**config.mk**
```make
export PLATFORM = sky130hd
export DESIGN_NAME = rf_2p_arb
export DESIGN_NICKNAME = d
export VERILOG_FILES = /design/src/rtl/rf_2p_arb.sv
export SDC_FILE = /design/constraint.sdc
export NUM_CORES = 1
export LEC_CHECK = 0
export ABC_AREA = 0
export BUFFER_PORTS_ARGS = -buffer_cell sky130_fd_sc_hd__buf_2
export CORE_MARGIN = 2
export CORE_UTILIZATION = 37
export DETAILED_ROUTE_END_ITERATION = 8
export GPL_ROUTABILITY_DRIVEN = 0
export PLACE_DENSITY = 0.76
export SETUP_SLACK_MARGIN = 0.15
export SLEW_MARGIN = 10
export SYNTH_ARGS = -nofsm -noshare
export SYNTH_HDL_FRONTEND = slang
export SYNTH_SLANG_ARGS = --single-unit
```
**constraint.sdc**
```tcl
create_clock -name i_clk -period 2.15 [get_ports i_clk]
set_input_delay 0.43 -clock i_clk [delete_from_list [all_inputs] [get_ports i_clk]]
set_output_delay 0.43 -clock i_clk [all_outputs]
set_load 0.005 [all_outputs]
```
**src/rtl/rf_2p_arb.sv**
```systemverilog
// rf_2p_arb: round-robin arbiter in front of a 1W/1R register file.
// Each port has its own rotating pointer; reads return one cycle later, with a write-first bypass.
module rf_2p_arb #(
    parameter int WORDWD = 12,
    parameter int DWD    = 16,
    parameter int AWD    = $clog2(WORDWD),
    parameter int NREQ   = 2
) (
    input  logic            i_clk,
    input  logic            i_rst,
    input  logic [NREQ-1:0] i_wvalid,
    input  logic [AWD-1:0]  i_waddr [NREQ],
    input  logic [DWD-1:0]  i_wdata [NREQ],
    output logic [NREQ-1:0] o_wready,
    input  logic [NREQ-1:0] i_rvalid,
    input  logic [AWD-1:0]  i_raddr [NREQ],
    output logic [NREQ-1:0] o_rready,
    output logic [NREQ-1:0] o_rdvalid,
    output logic [DWD-1:0]  o_rdata,
    output logic            o_rderr,
    output logic            o_rf_write,
    output logic [AWD-1:0]  o_rf_waddr,
    output logic [DWD-1:0]  o_rf_wdata,
    output logic            o_rf_read,
    output logic [AWD-1:0]  o_rf_raddr,
    input  logic [DWD-1:0]  i_rf_rdata
);
    localparam int PW = NREQ > 1 ? $clog2(NREQ) : 1;

    logic [PW-1:0]  wptr, rptr, wg, rg;
    logic           wg_v, rg_v, w_in, r_in;
    logic [NREQ-1:0] rdv;
    logic           rd_err, rd_byp;
    logic [DWD-1:0] byp_data;

    // Returns {found, index} of the first valid at or above the pointer, wrapping.
    function automatic logic [PW:0] rr_pick(input logic [NREQ-1:0] v, input logic [PW-1:0] p);
        logic [PW:0] r;
        int k;
        r = '0;
        for (int i = NREQ - 1; i >= 0; i--) begin
            k = (int'(p) + i) % NREQ;
            if (v[PW'(k)]) r = {1'b1, PW'(k)};
        end
        return r;
    endfunction

    function automatic logic [PW-1:0] nxt(input logic [PW-1:0] g);
        return (int'(g) == NREQ - 1) ? '0 : g + 1'b1;
    endfunction

    always_comb begin
        {wg_v, wg} = i_rst ? rr_pick(i_wvalid, wptr) : '0;
        {rg_v, rg} = i_rst ? rr_pick(i_rvalid, rptr) : '0;
        o_wready   = wg_v ? NREQ'(1) << wg : '0;
        o_rready   = rg_v ? NREQ'(1) << rg : '0;
        w_in       = wg_v && int'(i_waddr[wg]) < WORDWD;
        r_in       = rg_v && int'(i_raddr[rg]) < WORDWD;
        o_rf_write = w_in;
        o_rf_waddr = w_in ? i_waddr[wg] : '0;
        o_rf_wdata = w_in ? i_wdata[wg] : '0;
        o_rf_read  = r_in;
        o_rf_raddr = r_in ? i_raddr[rg] : '0;
        o_rdvalid  = rdv;
        o_rderr    = |rdv & rd_err;
        o_rdata    = (|rdv && !rd_err) ? (rd_byp ? byp_data : i_rf_rdata) : '0;
    end

    always_ff @(posedge i_clk or negedge i_rst) begin
        if (!i_rst) begin
            wptr     <= '0;
            rptr     <= '0;
            rdv      <= '0;
            rd_err   <= 1'b0;
            rd_byp   <= 1'b0;
            byp_data <= '0;
        end else begin
            if (wg_v) wptr <= nxt(wg);
            if (rg_v) rptr <= nxt(rg);
            rdv      <= o_rready;
            rd_err   <= rg_v && !r_in;
            // Same-address write in the read's cycle wins over the stale RF data.
            rd_byp   <= r_in && w_in && i_raddr[rg] == i_waddr[wg];
            byp_data <= w_in ? i_wdata[wg] : '0;
        end
    end
endmodule

```
Yosys cells after proc, flatten, opt, wreduce, memory -nomap -nowiden
Index checks and enable logic that the tools add are counted.
{"block": "word_totals", "ff_bits": 22, "out_inout_bits": 49, "wordCells": 65}
{"block": "op_classes", "n_addsub": 4, "magnitude_cmp": 8, "n_eq_ne": 1, "shifts": 2, "n_mux": 32, "bitwise": 3, "reduce_logical": 9}
{"op": "16-bit 2-to-1 mux", "count": 6}
{"op": "4-bit 2-to-1 mux", "count": 8}
{"op": "2-bit 2-to-1 mux", "count": 8}
{"op": "1-bit by 3-bit < comparator with 1-bit output, second input constant", "count": 4}
{"op": "1-bit 2-to-1 mux", "count": 10}
{"op": "4-bit < comparator, second input constant", "count": 2}
{"op": "1-bit logical AND", "count": 6}
{"op": "1-bit adder, second input constant", "count": 4}
{"op": "4-bit equality test", "count": 1}
{"op": "2-bit >= comparator, second input constant", "count": 2}
{"op": "1-bit NOT with 2-bit output", "count": 2}
{"op": "1-bit by 1-bit left shift with 2-bit output, first input constant", "count": 2}
{"op": "1-bit logical NOT", "count": 2}
{"op": "2-bit OR reduction", "count": 1}
{"op": "1-bit AND", "count": 1}

Logic depth before layout (Yosys ltp)
Gate-level depths: netlist of run 1.
{"block": "logic_depth", "word_depth": 15, "depth_mapped": 7, "ltp_nobuf": 6}

Worst setup path after synthesis of run 1
No wires, ideal clock.
{"block": "synth_path", "path_type": "register to output", "start": "register wptr", "end": "output o_rf_wdata[0]", "t_arrival_ns": 1.314, "required_time_ns": 1.720, "slack_ns": 0.406, "stages_incl_launch_ff": 7, "n_path_buf": 2, "path_cell_list": "dfrtp_1 > nand3_4 > inv_2 > buf_6 > clkbuf_1 > nand2_1 > a21oi_1"}
{"block": "synth_between", "elab_chain_cells": 11, "word_cells_on_any_way": 14}
{"item": "start: declaration", "line": "30", "rtl": "logic [PW-1:0] wptr, rptr, wg, rg;"}
{"item": "start signal: assignment", "line": "78", "rtl": "if (wg_v) wptr <= nxt(wg);"}
{"item": "1-bit adder", "line": "42", "rtl": "k = (int'(p) + i) % NREQ;"}
{"item": "2-bit 2-to-1 mux", "line": "43", "rtl": "if (v[PW'(k)]) r = {1'b1, PW'(k)};"}
{"item": "2-bit 2-to-1 mux (*)", "line": "43"}
{"item": "2-bit 2-to-1 mux (*)", "line": "53", "rtl": "{wg_v, wg} = i_rst ? rr_pick(i_wvalid, wptr) : '0;"}
{"item": "1-bit NOT with 2-bit output (not written as such) (*)", "line": "57, 61"}
{"item": "4-bit 2-to-1 mux (not written as such) (3 in series)", "line": "57", "rtl": "w_in = wg_v && int'(i_waddr[wg]) < WORDWD;"}
{"item": "4-bit < comparator", "line": "57"}
{"item": "1-bit logical AND", "line": "57"}
{"item": "16-bit 2-to-1 mux (*)", "line": "61", "rtl": "o_rf_wdata = w_in ? i_wdata[wg] : '0;"}
{"item": "end: declaration", "line": "23", "rtl": "output logic [DWD-1:0] o_rf_wdata,"}
Every way passes the cells marked *; elsewhere a longest branch is shown, timed or not. The select of a mux whose other input is x is not followed.

Final worst setup path of run 1
{"block": "layout_path", "start": "register wptr", "end": "output o_rf_wdata[9]"}
Same word-level chain as after synthesis.

==> results of run 1 <==
## cells in the final DEF (no fill, tap or decap), types with 2 or more instances in the layout
cell type / instances
buf_2: 116
nand2_1: 36
nor2_1: 29
mux2i_1: 22
dfrtp_1: 20
a21oi_2: 14
buf_4: 8
xnor2_1: 5
inv_1: 3
clkbuf_4: 3
buf_6: 3
a21oi_4: 2
nand3_2: 2
dfrtp_2: 2
## routing by layer
| layer | vias to the layer above | wire length (µm) | share of wire [%] | global-route usage, % |
|---|---|---|---|---|
| li1 | 755 | - | - | - |
| met5 | - | 0 | 0 | 0 |
| met2 | 73 | 2020 | 53 | 35.4 |
| met3 | 2 | 340 | 8.9 | 3.57 |
| met4 | 0 | 27 | 0.71 | 4.62 |
| met1 | 687 | 1420 | 37 | 20.8 |
## cell families (layout without fill, tap and decap cells)
family,Yosys count,count (layout),synth area share [%]
simple gates,70,70,22.3
mux,24,24,18.5
flops,22,22,42.4
compound gates,20,20,8.58
xor+xnor,6,6,4.05
buf+inv,12,136,4.15
## timing repair
| item | CTS | global route |
|---|---|---|
| buffers inserted | 1 | 3 |
| gates resized for setup | 13 | 19 |
| setup endpoints to repair | 20 | 25 |
| pin swaps | 0 | 2 |
## final cells by class
cell class	instances	area [µm²]	area share (%)
clock buffer	4	36.3	1.68
inverter	4	22.5	1.04
multi-input combinational	120	801	37.0
sequential	22	553	25.5
tap	46	57.6	2.66
timing repair buffer	128	694	32.1
## final timing paths
kind,start,end,slack [ns],cells after the start
setup / recovery,wptr$_DFFE_PN0P_,o_rf_wdata[9],0.18,5
hold / removal,i_rst,rd_byp$_DFF_PN0_,0.11,2
setup reg to reg,wptr$_DFFE_PN0P_,rd_byp$_DFF_PN0_,0.61,6
hold reg to reg,rptr$_DFFE_PN0P_,o_rdvalid[0]$_DFF_PN0_,0.55,1
max in group asynchronous,i_rst,wptr$_DFFE_PN0P_,1.83,2
min in group i_clk,i_wdata[12],byp_data[12]$_DFF_PN0_,0.37,3
## critical path: cells and delay by family, from the launching register on
kind | cells | cell delay (ns)
flip-flops | 1 | 0.42
AO/OA/AOI/OAI | 2 | 0.45
AND/OR/NAND/NOR | 1 | 0.06
buffers and inverters | 2 | 0.31
## sequential cells by signal, indices dropped and copies added, names as in the netlist
name	count
rd_byp	1
wptr	1
rptr	1
o_rdvalid	2
rd_err	1
byp_data	16
## synth_stat cells
| library cell | instances |
|---|---|
| nand2_1 | 36 |
| inv_2 | 1 |
| xor2_1 | 1 |
| o21bai_1 | 1 |
| dfrtp_1 | 22 |
| o21a_1 | 1 |
| mux2i_1 | 24 |
| clkbuf_1 | 6 |
| inv_1 | 3 |
| nor4_2 | 1 |
| buf_6 | 1 |
| nor2_1 | 29 |
| a21oi_1 | 16 |
| nand3_4 | 1 |
| a311o_1 | 1 |
| a31oi_1 | 1 |
| xnor2_1 | 5 |
| nand3_1 | 3 |
| buf_2 | 1 |
## where the power goes
group / leakage (nW) / internal (mW) / switching (mW)
sequential: 0.294 / 0.468 / 0.0453
combinational: 0.874 / 0.277 / 0.284
clock: 0.0210 / 0.103 / 0.110
==> flow_metrics.py, run 1 <==
metrics = {
    "status": {
        "status": "finished, final reports clean",
    },
    "placement": {
        "io_buffers": 116,
        "postPlaceCellArea_um2": 1970,
        "place_ws_ns": 0.125,
        "hpwl_um": 3070,
        "dp.cells": 316,
    },
    "power": {
        "leakage_nw": 1.19,
        "p_total_mw": 1.29,
        "vdd_drop_max_uv": 318,
        "power.density_nw_per_um2": 595,
    },
    "cts": {
        "ctsHtreeMaxLevel": 1,
        "numClockSinks": 22,
        "ctsHoldBuffers": 0,
        "cts_buffers": 3,
        "cts_tree": "yes",
        "path_clk_slew_ns": 0.11,
        "clk_latency_ns": 0.29,
        "root_buffer": "clkbuf_4",
        "clockBufferDepth": 2,
    },
    "synth": {
        "synth_cells": 154,
        "synth_seq_cells": 22,
        "synth_top_area_share_pct": 42.4,
        "synth_largest_area_cell": "dfrtp_1",
        "yosysSeqAreaShare_pct": 42.4,
        "syn-mean-instance-area_um2": 8.43,
        "netlist_top_cells_area": "dfrtp_1 (42%), mux2i_1 (19%), nand2_1 (10%), nor2_1 (8.4%), a21oi_1 (6.2%)",
        "syn_area_um2": 1300,
        "yosysWarnings": 0,
        "syn_nets": 224,
        "ys_types": 19,
    },
    "die": {
        "fp-row-count": 21,
        "ios": 119,
        "core_area_um2": 3360,
        "die_h_um": 63.2,
        "start_util_pct": 38.6,
        "die_w_um": 63.2,
        "die-area_um2": 4000,
    },
    "timing": {
        "holdWs_ns": 0.111,
        "rsz0062_at_grt": "yes",
        "setup_slack_ns": 0.185,
        "final_max_slew_viol_count": 0,
        "setup_viol": 0,
        "worst_pin_slew_ns": 0.254,
        "finalClockSkew_ns": 0.00133,
        "fmax_mhz": 509,
        "period_share_pct": 91.4,
        "hold_viol": 0,
        "slew_headroom_pct": 82.6,
        "finalCriticalPeriod_ns": 1.97,
        "setup_tns_ns": 0,
    },
    "routing": {
        "vias": 1517,
        "drt_wl_total_um": 3810,
        "post_drt_wl_per_cell_um": 11.8,
        "drt_iter0_markers": 48,
        "ant_nets": 0,
        "drt-vias-per-instance": 4.68,
        "drc": 0,
        "drtPass1Iterations": 5,
    },
    "layout": {
        "fin_cells": 324,
        "fin_area_um2": 2160,
        "finalCoreUtilization_pct": 64.4,
        "syn_to_final_growth_pct": 66.8,
        "diodes": 0,
        "drive_gt1_share_pct": 56.8,
        "fin_nets": 349,
        "fill_cells": 308,
    },
    "setup_path": {
        "path_class": "flip-flop to primary output",
        "path_cells": "nor2_1 > a311o_1 > buf_6 > a21oi_2 > buf_2",
        "slowest_delay_ns": 0.42,
        "crit_path_max_fanout": 11,
        "critPathRequiredTime_ns": 1.72,
        "worst_ep_arrival_time_ns": 1.54,
        "cpMaxStageDelayCell": "dfrtp_2",
        "start_kind": "flip-flop",
        "cp-end-kind": "primary output",
    },
    "global_routing": {
        "gr-total-overflow": 0,
        "grt_start_max_net_pins": 17,
        "grt_pass1_vias": 1408,
        "antenna_found_initial": 0,
        "grt.total_usage_pct": 18.5,
        "grt_pass1_wl_um": 5930,
    },
    "run": {
        "maxCapViolations": 0,
    },
    "worst_hold_path": {
        "holdCritPathClass": "primary input to asynchronous set/reset pin",
    },
}
Power figures use the tool's default switching activity.
==> run 2, diff against run 1 <==
--- a/config.mk
+++ b/config.mk
@@ -7,8 +7,10 @@
 export LEC_CHECK = 0
 export ABC_AREA = 0
 export BUFFER_PORTS_ARGS = -buffer_cell sky130_fd_sc_hd__buf_2
+export CORE_ASPECT_RATIO = 0.9
 export CORE_MARGIN = 2
 export CORE_UTILIZATION = 37
+export CTS_CLUSTER_DIAMETER = 60
 export DETAILED_ROUTE_END_ITERATION = 8
 export GPL_ROUTABILITY_DRIVEN = 0
 export PLACE_DENSITY = 0.76
==> run 2 against run 1 <==
Net effect:
- final area shrank 2.5%
- critical endpoint is now o_rf_wdata[0]
- sequential power about the same
- hold slack better by 0.070 ns
- via count down 0.99%
- first-iteration DRC count decreased by 33%
==> flow_metrics.py, run 2 (synthesis gave the netlist of run 1 again) <==
metrics = {
    "layout": {
        "final_cell_mix": "buf_2 (116), nand2_1 (35), nor2_1 (29), dfrtp_1 (20), mux2i_1 (17)",
        "largest-register": "byp_data",
        "fin_nets": 345,
        "syn_to_final_growth_pct": 62.7,
        "final_common_cell": "buf_2",
        "finalCoreUtilization_pct": 62.5,
        "drive_gt1_share_pct": 57.1,
        "largest_register_ffs": 16,
        "diodes": 0,
    },
    "timing": {
        "period_share_pct": 90.9,
        "hold_viol": 0,
        "holdWs_ns": 0.181,
        "setup_viol": 0,
        "slew_headroom_pct": 84.4,
        "fmax_mhz": 511,
        "final_max_slew_viol_count": 0,
        "setup_slack_ns": 0.195,
        "finalClockSkew_ns": 0.00194,
        "finalCriticalPeriod_ns": 1.96,
        "setup_tns_ns": 0,
        "rsz0062_at_grt": "yes",
        "worst_pin_slew_ns": 0.227,
    },
    "die": {
        "ios": 119,
        "die-area_um2": 4000,
        "start_util_pct": 38.4,
        "die_h_um": 60.2,
        "fp-row-count": 20,
        "die_w_um": 66.4,
        "core_area_um2": 3380,
    },
    "setup_path": {
        "path_cells": "nor2_1 > a311o_1 > buf_6 > a21oi_1 > buf_2",
        "slowest_delay_ns": 0.42,
        "cpMaxStageDelayCell": "dfrtp_2",
        "start_kind": "flip-flop",
        "worst_ep_arrival_time_ns": 1.53,
        "cp-end-kind": "primary output",
        "critPathRequiredTime_ns": 1.72,
        "crit_buf_inv": 2,
        "r2r_slack_ns": 0.58,
        "crit_family": "compound AO/OA/AOI/OAI gates",
        "path_class": "flip-flop to primary output",
        "crit_path_max_fanout": 15,
    },
    "global_routing": {
        "grt_start_max_net_pins": 21,
        "gr-total-overflow": 0,
        "grt_pass1_wl_um": 5870,
        "grt_pass1_vias": 1373,
        "grt.total_usage_pct": 19.0,
        "antenna_found_initial": 0,
    },
    "routing": {
        "drt_iter0_markers": 32,
        "vias": 1502,
        "drt_wl_total_um": 4030,
        "drc": 0,
        "drtPass1Iterations": 4,
        "post_drt_wl_per_cell_um": 12.7,
        "ant_nets": 0,
        "drt-vias-per-instance": 4.74,
    },
    "cts": {
        "root_buffer": "clkbuf_8",
        "clk_latency_ns": 0.25,
        "path_clk_slew_ns": 0.07,
        "cts_tree": "yes",
        "numClockSinks": 22,
        "cts_buffers": 3,
        "ctsHtreeMaxLevel": 1,
        "clockBufferDepth": 2,
    },
    "power": {
        "p_total_mw": 1.29,
        "leakage_nw": 1.16,
        "power.density_nw_per_um2": 612,
        "vdd_drop_max_uv": 335,
    },
    "status": {
        "status": "finished, final reports clean",
    },
    "run": {
        "maxCapViolations": 0,
    },
    "worst_hold_path": {
        "holdCritPathClass": "primary input to asynchronous set/reset pin",
    },
    "placement": {
        "hpwl_um": 3170,
        "place_ws_ns": 0.132,
        "io_buffers": 116,
    },
}
run 2: changes by cell type in the layout (fill, tap and decap cells not counted), sizes merged:
cell	before	now
buf	128	124
clkbuf	4	3
run 2: what timing repair did:
item                                    4_1_cts  5_1_grt
cloned                                        0        0
gates resized for setup                       5       26
pin swaps                                     0        0
buffers inserted                              1        0
endpoints found under the setup margin       21       24
endpoints found under the hold margin         0        0
hold buffers                                  0        0
run 2: layout make-up:
type	instances	area [µm²]
clock buffer	3	41.3
fill	322	1270
inverter	4	17.5
multi-input combinational	120	792
sequential	22	553
tap	44	55.1
timing repair buffer	124	652
run 2: per-layer routing:
| layer | wire length [µm] | up-vias | track usage (%) |
|---|---|---|---|
| met5 | 0 | - | 0 |
| met3 | 321 | 2 | 4.71 |
| met2 | 2120 | 61 | 38.1 |
| li1 | - | 749 | - |
| met1 | 1580 | 690 | 20.3 |
| met4 | 10 | 0 | 2.62 |
run 2: path summary, 6_finish.rpt:
check | startpoint | to | cells past startpoint
hold reg to reg | rptr$_DFFE_PN0P_ | rptr$_DFFE_PN0P_ | 1
min in group i_clk | i_wdata[8] | byp_data[8]$_DFF_PN0_ | 3
hold / removal | i_rst | rd_byp$_DFF_PN0_ | 2
setup / recovery | wptr$_DFFE_PN0P_ | o_rf_wdata[0] | 5
max in group asynchronous | i_rst | rptr$_DFFE_PN0P_ | 2
setup reg to reg | wptr$_DFFE_PN0P_ | rd_byp$_DFF_PN0_ | 6
run 2: worst reg2reg max path, cell delays in order (launching register included):
cell	delay [ns]
dfrtp_2	0.42
nand3_4	0.10
inv_4	0.21
mux2i_2	0.30
xnor2_1	0.15
nand3_1	0.10
nor4_2	0.20
run 2: metrics by stage:
step / instance area (µm²) / instances
after detailed placement: 1950 / 313
after CTS: 2010 / 317
after global routing: 2110 / 317
final: 2110 / 317
after global placement: 1950 / 313
after floorplan: 1300 / 154
run 2: where the power goes:
part / switching (mW) / leakage [nW] / total, mW / internal [mW]
clock: 0.119 / 0.0216 / 0.243 / 0.124
sequential: 0.0445 / 0.294 / 0.513 / 0.468
combinational: 0.279 / 0.844 / 0.536 / 0.257
